==> config.mk <==
export PLATFORM = sky130hd
export DESIGN_NAME = regfile_tagged_flat
export DESIGN_NICKNAME = d
export VERILOG_FILES = /design/src/rtl/regfile_tagged_pkg.sv /design/src/rtl/regfile_tagged_if.sv /design/src/rtl/regfile_read_bypass.sv /design/src/rtl/regfile_tagged.sv /design/src/flat_wrapper.sv
export SDC_FILE = /design/constraint.sdc
export NUM_CORES = 2
export LEC_CHECK = 0
export BUFFER_PORTS_ARGS = -buffer_cell sky130_fd_sc_hd__clkbuf_2
export CAP_MARGIN = 20
export CORE_ASPECT_RATIO = 1.75
export CORE_UTILIZATION = 35
export DETAILED_ROUTE_END_ITERATION = 7
export GPL_ROUTABILITY_DRIVEN = 0
export GPL_TIMING_DRIVEN = 0
export SETUP_SLACK_MARGIN = 0.2
export SLEW_MARGIN = 20
export SYNTH_ARGS = -nofsm -noshare
export SYNTH_HDL_FRONTEND = slang
export SYNTH_HIERARCHICAL = 1
export SYNTH_SLANG_ARGS = --single-unit
==> constraint.sdc <==
create_clock -name clk_in -period 42.5 [get_ports clk_in]
set_clock_uncertainty 0.2 [all_clocks]
set_input_delay 8.5 -clock clk_in [delete_from_list [all_inputs] [get_ports clk_in]]
set_output_delay 8.5 -clock clk_in [all_outputs]
set_load 0.1 [all_outputs]
==> src/rtl/regfile_tagged_pkg.sv <==
// Shared constants and types for the tagged architectural register file.
// Optional build macro: REGFILE_COMMIT_TRACE_EN (commit trace printout in simulation).
package regfile_tagged_pkg;

  localparam int XLEN       = 32;
  localparam int REG_NUM    = 32;
  localparam int IDX_W      = 5;
  localparam int ROB_SIZE   = 16;
  localparam int ROB_SIZE_W = 4;
  localparam int TAG_W      = ROB_SIZE_W;

  // Tag value meaning "no pending producer, value is ready".
  localparam logic [TAG_W-1:0] TAG_NONE = '0;

  // One read-port response: value plus pending producer tag.
  typedef struct packed {
    logic [XLEN-1:0]  val;
    logic [TAG_W-1:0] tag;
  } rd_rsp_t;

endpackage

==> src/rtl/regfile_tagged_if.sv <==
// Issue/commit/read bundle of the tagged register file.
// master = issue/ROB side, slave = register file.
interface regfile_tagged_if;
  import regfile_tagged_pkg::*;

  logic                  rename_valid;
  logic [IDX_W-1:0]      rename_rd_idx;
  logic [TAG_W-1:0]      rename_tag;

  logic                  cdb_active;
  logic [TAG_W-1:0]      cdb_tag;
  logic [XLEN-1:0]       cdb_val;
  logic [IDX_W-1:0]      cdb_rd_idx;

  logic                  predict_fail;

  logic [IDX_W-1:0]      rs1_idx;
  logic [XLEN-1:0]       rs1_val;
  logic [TAG_W-1:0]      rs1_tag;
  logic [IDX_W-1:0]      rs2_idx;
  logic [XLEN-1:0]       rs2_val;
  logic [TAG_W-1:0]      rs2_tag;

  modport master (
    output rename_valid, rename_rd_idx, rename_tag,
    output cdb_active, cdb_tag, cdb_val, cdb_rd_idx,
    output predict_fail,
    output rs1_idx, rs2_idx,
    input  rs1_val, rs1_tag, rs2_val, rs2_tag
  );

  modport slave (
    input  rename_valid, rename_rd_idx, rename_tag,
    input  cdb_active, cdb_tag, cdb_val, cdb_rd_idx,
    input  predict_fail,
    input  rs1_idx, rs2_idx,
    output rs1_val, rs1_tag, rs2_val, rs2_tag
  );

endinterface

==> src/rtl/regfile_read_bypass.sv <==
// One combinational read port: stored value/tag, overridden by the commit
// broadcast when the committing tag is exactly the producer being waited on.
module regfile_read_bypass
  import regfile_tagged_pkg::*;
(
  input  logic [IDX_W-1:0] idx_i,
  input  logic [XLEN-1:0]  st_val_i,
  input  logic [TAG_W-1:0] st_tag_i,
  input  logic             cdb_active_i,
  input  logic [TAG_W-1:0] cdb_tag_i,
  input  logic [XLEN-1:0]  cdb_val_i,
  output rd_rsp_t          rsp_o
);

  logic hit;

  // x0 never bypasses; a ready register (tag none) never matches a commit.
  assign hit = cdb_active_i && (idx_i != '0) && (st_tag_i != TAG_NONE) &&
               (st_tag_i == cdb_tag_i);

  // Select committed value or stored state.
  always_comb begin
    rsp_o.val = st_val_i;
    rsp_o.tag = st_tag_i;
    if (hit) begin
      rsp_o.val = cdb_val_i;
      rsp_o.tag = TAG_NONE;
    end
  end

endmodule

==> src/rtl/regfile_tagged.sv <==
// Architectural register file with per-register rename tags.
// Renames from issue, value write-back + tag clear from ROB commit,
// two combinational read ports with same-cycle commit bypass.
// Optional build macro: REGFILE_COMMIT_TRACE_EN prints each commit in simulation.
module regfile_tagged
  import regfile_tagged_pkg::*;
(
  input  logic              clk_in,
  input  logic              rst_in,
  input  logic              rdy_in,
  regfile_tagged_if.slave   rf
);

  localparam int NUM_PORTS = 2;

  logic [REG_NUM-1:0][XLEN-1:0]  val_q, val_d;
  logic [REG_NUM-1:0][TAG_W-1:0] tag_q, tag_d;

  logic commit_en;
  logic rename_en;

  assign commit_en = rf.cdb_active && (rf.cdb_rd_idx != '0);
  assign rename_en = rf.rename_valid && !rf.predict_fail && (rf.rename_rd_idx != '0);

  // Next state: commit first, then flush or rename on top (rename wins the tag).
  always_comb begin
    val_d = val_q;
    tag_d = tag_q;
    if (rdy_in) begin
      if (commit_en) begin
        val_d[rf.cdb_rd_idx] = rf.cdb_val;
        // A younger rename of the same rd keeps its tag.
        if (tag_q[rf.cdb_rd_idx] == rf.cdb_tag)
          tag_d[rf.cdb_rd_idx] = TAG_NONE;
      end
      if (rf.predict_fail)
        tag_d = '0;
      else if (rename_en)
        tag_d[rf.rename_rd_idx] = rf.rename_tag;
    end
    val_d[0] = '0;
    tag_d[0] = TAG_NONE;
  end

  // State registers, cleared asynchronously.
  always_ff @(posedge clk_in or posedge rst_in) begin
    if (rst_in) begin
      val_q <= '0;
      tag_q <= '0;
    end else begin
      val_q <= val_d;
      tag_q <= tag_d;
    end
  end

  logic    [NUM_PORTS-1:0][IDX_W-1:0] rd_idx;
  rd_rsp_t [NUM_PORTS-1:0]            rd_rsp;

  assign rd_idx = {rf.rs2_idx, rf.rs1_idx};

  for (genvar p = 0; p < NUM_PORTS; p++) begin : g_rd
    regfile_read_bypass u_rd (
      .idx_i        (rd_idx[p]),
      .st_val_i     (val_q[rd_idx[p]]),
      .st_tag_i     (tag_q[rd_idx[p]]),
      .cdb_active_i (rf.cdb_active),
      .cdb_tag_i    (rf.cdb_tag),
      .cdb_val_i    (rf.cdb_val),
      .rsp_o        (rd_rsp[p])
    );
  end

  assign rf.rs1_val = rd_rsp[0].val;
  assign rf.rs1_tag = rd_rsp[0].tag;
  assign rf.rs2_val = rd_rsp[1].val;
  assign rf.rs2_tag = rd_rsp[1].tag;

`ifdef REGFILE_COMMIT_TRACE_EN
  // Simulation-only commit trace.
  always @(posedge clk_in) begin
    if (!rst_in && rdy_in && commit_en)
      $display("RF: x%0d <= %0h tag=%0d cleared=%0d", rf.cdb_rd_idx, rf.cdb_val,
               rf.cdb_tag, (tag_q[rf.cdb_rd_idx] == rf.cdb_tag));
  end
`else
`endif

endmodule

==> src/flat_wrapper.sv <==
// flat-port wrapper written by rule: the top's interface ports become plain ports
module regfile_tagged_flat import regfile_tagged_pkg::*;
  (clk_in, rst_in, rdy_in, rf_rename_valid, rf_rename_rd_idx, rf_rename_tag, rf_cdb_active, rf_cdb_tag, rf_cdb_val, rf_cdb_rd_idx, rf_predict_fail, rf_rs1_idx, rf_rs2_idx, rf_rs1_val, rf_rs1_tag, rf_rs2_val, rf_rs2_tag);
  regfile_tagged_if rf_i ();
  input  logic clk_in;
  input  logic rst_in;
  input  logic rdy_in;
  input wire logic [$bits(rf_i.rename_valid)-1:0] rf_rename_valid;
  input wire logic [$bits(rf_i.rename_rd_idx)-1:0] rf_rename_rd_idx;
  input wire logic [$bits(rf_i.rename_tag)-1:0] rf_rename_tag;
  input wire logic [$bits(rf_i.cdb_active)-1:0] rf_cdb_active;
  input wire logic [$bits(rf_i.cdb_tag)-1:0] rf_cdb_tag;
  input wire logic [$bits(rf_i.cdb_val)-1:0] rf_cdb_val;
  input wire logic [$bits(rf_i.cdb_rd_idx)-1:0] rf_cdb_rd_idx;
  input wire logic [$bits(rf_i.predict_fail)-1:0] rf_predict_fail;
  input wire logic [$bits(rf_i.rs1_idx)-1:0] rf_rs1_idx;
  input wire logic [$bits(rf_i.rs2_idx)-1:0] rf_rs2_idx;
  output wire logic [$bits(rf_i.rs1_val)-1:0] rf_rs1_val;
  output wire logic [$bits(rf_i.rs1_tag)-1:0] rf_rs1_tag;
  output wire logic [$bits(rf_i.rs2_val)-1:0] rf_rs2_val;
  output wire logic [$bits(rf_i.rs2_tag)-1:0] rf_rs2_tag;
  assign rf_i.rename_valid = rf_rename_valid;
  assign rf_i.rename_rd_idx = rf_rename_rd_idx;
  assign rf_i.rename_tag = rf_rename_tag;
  assign rf_i.cdb_active = rf_cdb_active;
  assign rf_i.cdb_tag = rf_cdb_tag;
  assign rf_i.cdb_val = rf_cdb_val;
  assign rf_i.cdb_rd_idx = rf_cdb_rd_idx;
  assign rf_i.predict_fail = rf_predict_fail;
  assign rf_i.rs1_idx = rf_rs1_idx;
  assign rf_i.rs2_idx = rf_rs2_idx;
  assign rf_rs1_val = rf_i.rs1_val;
  assign rf_rs1_tag = rf_i.rs1_tag;
  assign rf_rs2_val = rf_i.rs2_val;
  assign rf_rs2_tag = rf_i.rs2_tag;
  regfile_tagged u_core (.clk_in(clk_in), .rst_in(rst_in), .rdy_in(rdy_in), .rf(rf_i));
endmodule
==> results.md <==
* Antenna Nets Post-Route at 0
* Clk pwr share at 0.342
* Clock Pin Slew Worst Setup and Hold Paths at about 0.070 ns
* R2R Path Start: u_core/tag_q[117]$_DFFE_PP0P_
* Clock root buffer: clkbuf_16
* Sequential area share after synthesis at 0.447
* P_int at about 2 mW
* Sw power at between 0.8 and 0.9 mW
* Clock buffer depth at 3
* Seq cells post-synth at around 1100
* Max-cap viol count at 0
* Worst EP required at between 30 and 40 ns
* Die area at ~180000 um^2
* Final instance area at 70400 um^2
* DR DRC count at 0
* Crit path max fanout at 10
* Worst setup margin at 18.73 ns
* Final Hold Fails at 0
* Total power draw at 2.94 mW
* Kind of critical path: in2out
* First-pass GRT wire length at ~320 mm
* Total Routed Length at ~220 mm
* Post-DR wirelength/cell at 33.2 um
* Fin. max-slew vios at 0
* Critical Path AT at between 15 and 20 ns
* Critical path launch point: rf_rs1_idx[1]
* Actual slew at the worst max-slew pin at 1.29 ns
* Hold Crit Start: u_core/val_q[665]$_DFFE_PP0P_
* CP Cell Sequence: clkbuf_2 -> clkbuf_1 -> clkbuf_1 -> buf_1 -> mux4_2 -> mux4_2 -> mux2_2 -> xnor2_1 -> o41ai_1 -> nor4_4 -> buf_8 -> buf_6 -> mux2_2 -> clkbuf_2
* Seq pwr share at 0.443
* Row cnt at 204
* Layout area overhead at 12.6%
* CP max stage cell: clkbuf_1
* Clock latency at the later pin of the worst-skew pair at 0.74 ns
* Post-Synth XOR/XNOR Area at 0.00154
* Non-Filler Instances at 6778
* H-tree depth at 3
* Largest family of logic cells by synthesized area: multiplexers
* Outcome: completed
* Post-synth top area share at 0.447
* IO buf count at 135
* Largest net degree at the start of global routing at 106
* Synth area leaders: dfrtp_1 (45%), mux4_2 (24%), mux2_2 (21%), a22o_1 (1.8%), clkbuf_1 (1.7%)
* Final core utilization at 0.398
* Distinct cells, synth at 64
* Static Leakage at ~30 nW
* HP Class: reg2reg
* Post-CTS sizing at 0
* CP Buf/Inv Count at 7
* Final min period at about 24 ns
* Core area at ~180000 um^2
* Commonest register cell after synthesis: dfrtp_1
* CTS sink count at 1116
* Number of buffers created by CTS at around 100
* Post-Synth Simple-Gate Area at 0.0241
* Sw Share at 0.302
* CTS tree: yes
* Reg area at 27900 um^2
* Max-slew headroom at 0.142
* Synth Area in Compound Gates at 0.0380
* Mapped Cells at 4049
* Post-synth EDFFs at 0
* Max rail drop VDD at 0.0340 mV
* Avg Inst Size Synth at between 15 and 20 um^2
* DP Area at 66800 um^2
* Die span in y at 561 um
* Vias in the first global route at 43800
* Mux share of post-synthesis cell area at 0.461
* Post-synth top area cell: dfrtp_1
* Via Count at 41300
* CP peak stage delay at approximately 0.9 ns
* Initial antenna violation count at 5
* CP startpoint kind: primary input
* Worst path depth at 14
* DRT iter0 DRCs at 3667
* Worst Hold Slack at 0.310 ns
* Layout Nets at 4387
* Fin crit share at 0.559
* RSZ-0062 raised after global routing: no
* TritonRoute pass-1 iters at 5
* Tot GR Track Use at 0.249
* Hold-fix buffers at CTS at 0
* Power per cell area at 41.8 nW/um^2
* Initial cell density of the core at 0.353
* CP endpoint kind: output port
* GRT overflow at 0
* WHS Path Cells at 1
* Gate power share at 0.215
* Post-synthesis net count at a little over 4000
* Total number of yosys warnings at 6
* Die width at 321 um
* Number of instances in the placed design at 6581
* Final Setup Violations at 0
* Synthesized-area fraction occupied by adder cells at 0
* Fin Setup TNS at 0 ns
* Vias per cell at 6.09
* Share of layout cells above drive strength 1 at 0.543
* Depth of the most critical reg-to-reg path at 8
* Area of the multi-input gates at 32800 um^2
* Hpwl dp at between 150 and 200 mm
* Postcts setup bufs at 0
* Fmax at 0.0421 GHz
* Place WS at between 15 and 20 ns
* Delay-heaviest family, CP: buffers and inverters
* Ports at 138
* Post-synthesis async set-or-reset flop share at 1.00
* Fill count at 16300
* Mapped cell area at 62500 um^2
==> area by class of cell <==
cell class                      count  share of cell area
Buffer                            434              0.0267
Sequential cell                  1116               0.397
Timing Repair Buffer              168              0.0179
Clock inverter                     56             0.00986
Inverter                            7            0.000480
Clock buffer                      133              0.0406
Multi-Input combinational cell   2492               0.466
Tap cell                         2369              0.0421
Antenna cell                        3            0.000107
==> synthesized netlist by cell type (all sizes together) (4+ instances only) <==
master,instances
a22o,131
nor2b,27
nand3,47
mux4,661
a21o,4
o2bb2ai,14
a311oi,5
xnor2,6
nand4,8
nand2b,12
nand2,20
nor2,116
and3,19
inv,7
mux2i,28
dfrtp,1116
nor4,4
o211ai,4
o21ai,35
and2b,8
nand3b,5
xor2,5
a21oi,36
a31o,4
a221o,20
o22ai,6
a41oi,16
clkbuf,288
nor3,11
buf,146
mux2,1207
==> state kept, by name, indices dropped and copies added, names as in the netlist <==
signal / flops
u_core/tag_q: 124
u_core/val_q: 992
==> placed cells by master (no fill, tap or decap), drive strengths merged, types with 11 or more instances in the layout <==
cell	synthesis	routed
dfrtp	1116	1116
clkinv	0	31
a22o	131	131
nand2	20	20
nor3	11	11
mux2i	28	28
buf	146	175
nand3	47	47
a41oi	16	16
o21ai	35	35
nor2	116	116
mux4	661	661
clkbuf	288	560
mux2	1207	1207
nand2b	12	12
a221o	20	20
bufinv	0	13
a21oi	36	36
nor2b	27	27
inv	7	12
o2bb2ai	14	14
and3	19	19
==> logic make-up (layout without fill, tap and decap cells) <==
group                     Yosys count  in the layout
DFF                              1116           1116
other                               0              3
AOI/OAI and AO/OA                 294            294
xor gates and xnor gates           11             11
and+or+nand+nor                   291            291
buffers and inverters             441            798
muxes                            1896           1896
==> per-layer routing <==
layer | up-vias | track usage | wire, um
met5 | - | 0 | 46
met4 | 6 | 0.159 | 16700
met1 | 22200 | 0.271 | 77100
li1 | 16500 | - | -
met3 | 749 | 0.0453 | 13700
met2 | 1885 | 0.443 | 117000
==> power groups by stage <==
stage / clock network (mW) / logic, mW / registers, mW
finish: 1.01 / 0.634 / 1.30
global route: 1.06 / 0.663 / 1.32
CTS: 1.02 / 0.633 / 1.30
detailed placement: 0 / 0.632 / 1.32
global placement: 0 / 0.616 / 1.31
floorplan: 0 / 0.485 / 1.28
==> final timing paths <==
check | to | slack, ns
max reg2reg | u_core/tag_q[90]$_DFFE_PP0P_ | 38.50
min | u_core/val_q[665]$_DFFE_PP0P_ | 0.31
min in group asynchronous | u_core/val_q[354]$_DFFE_PP0P_ | 7.52
max in group asynchronous | u_core/val_q[662]$_DFFE_PP0P_ | 31.23
max | rf_rs1_val[15] | 18.73
min reg2reg | u_core/val_q[665]$_DFFE_PP0P_ | 0.31
Note: power is estimated with default switching activity, not from simulation.
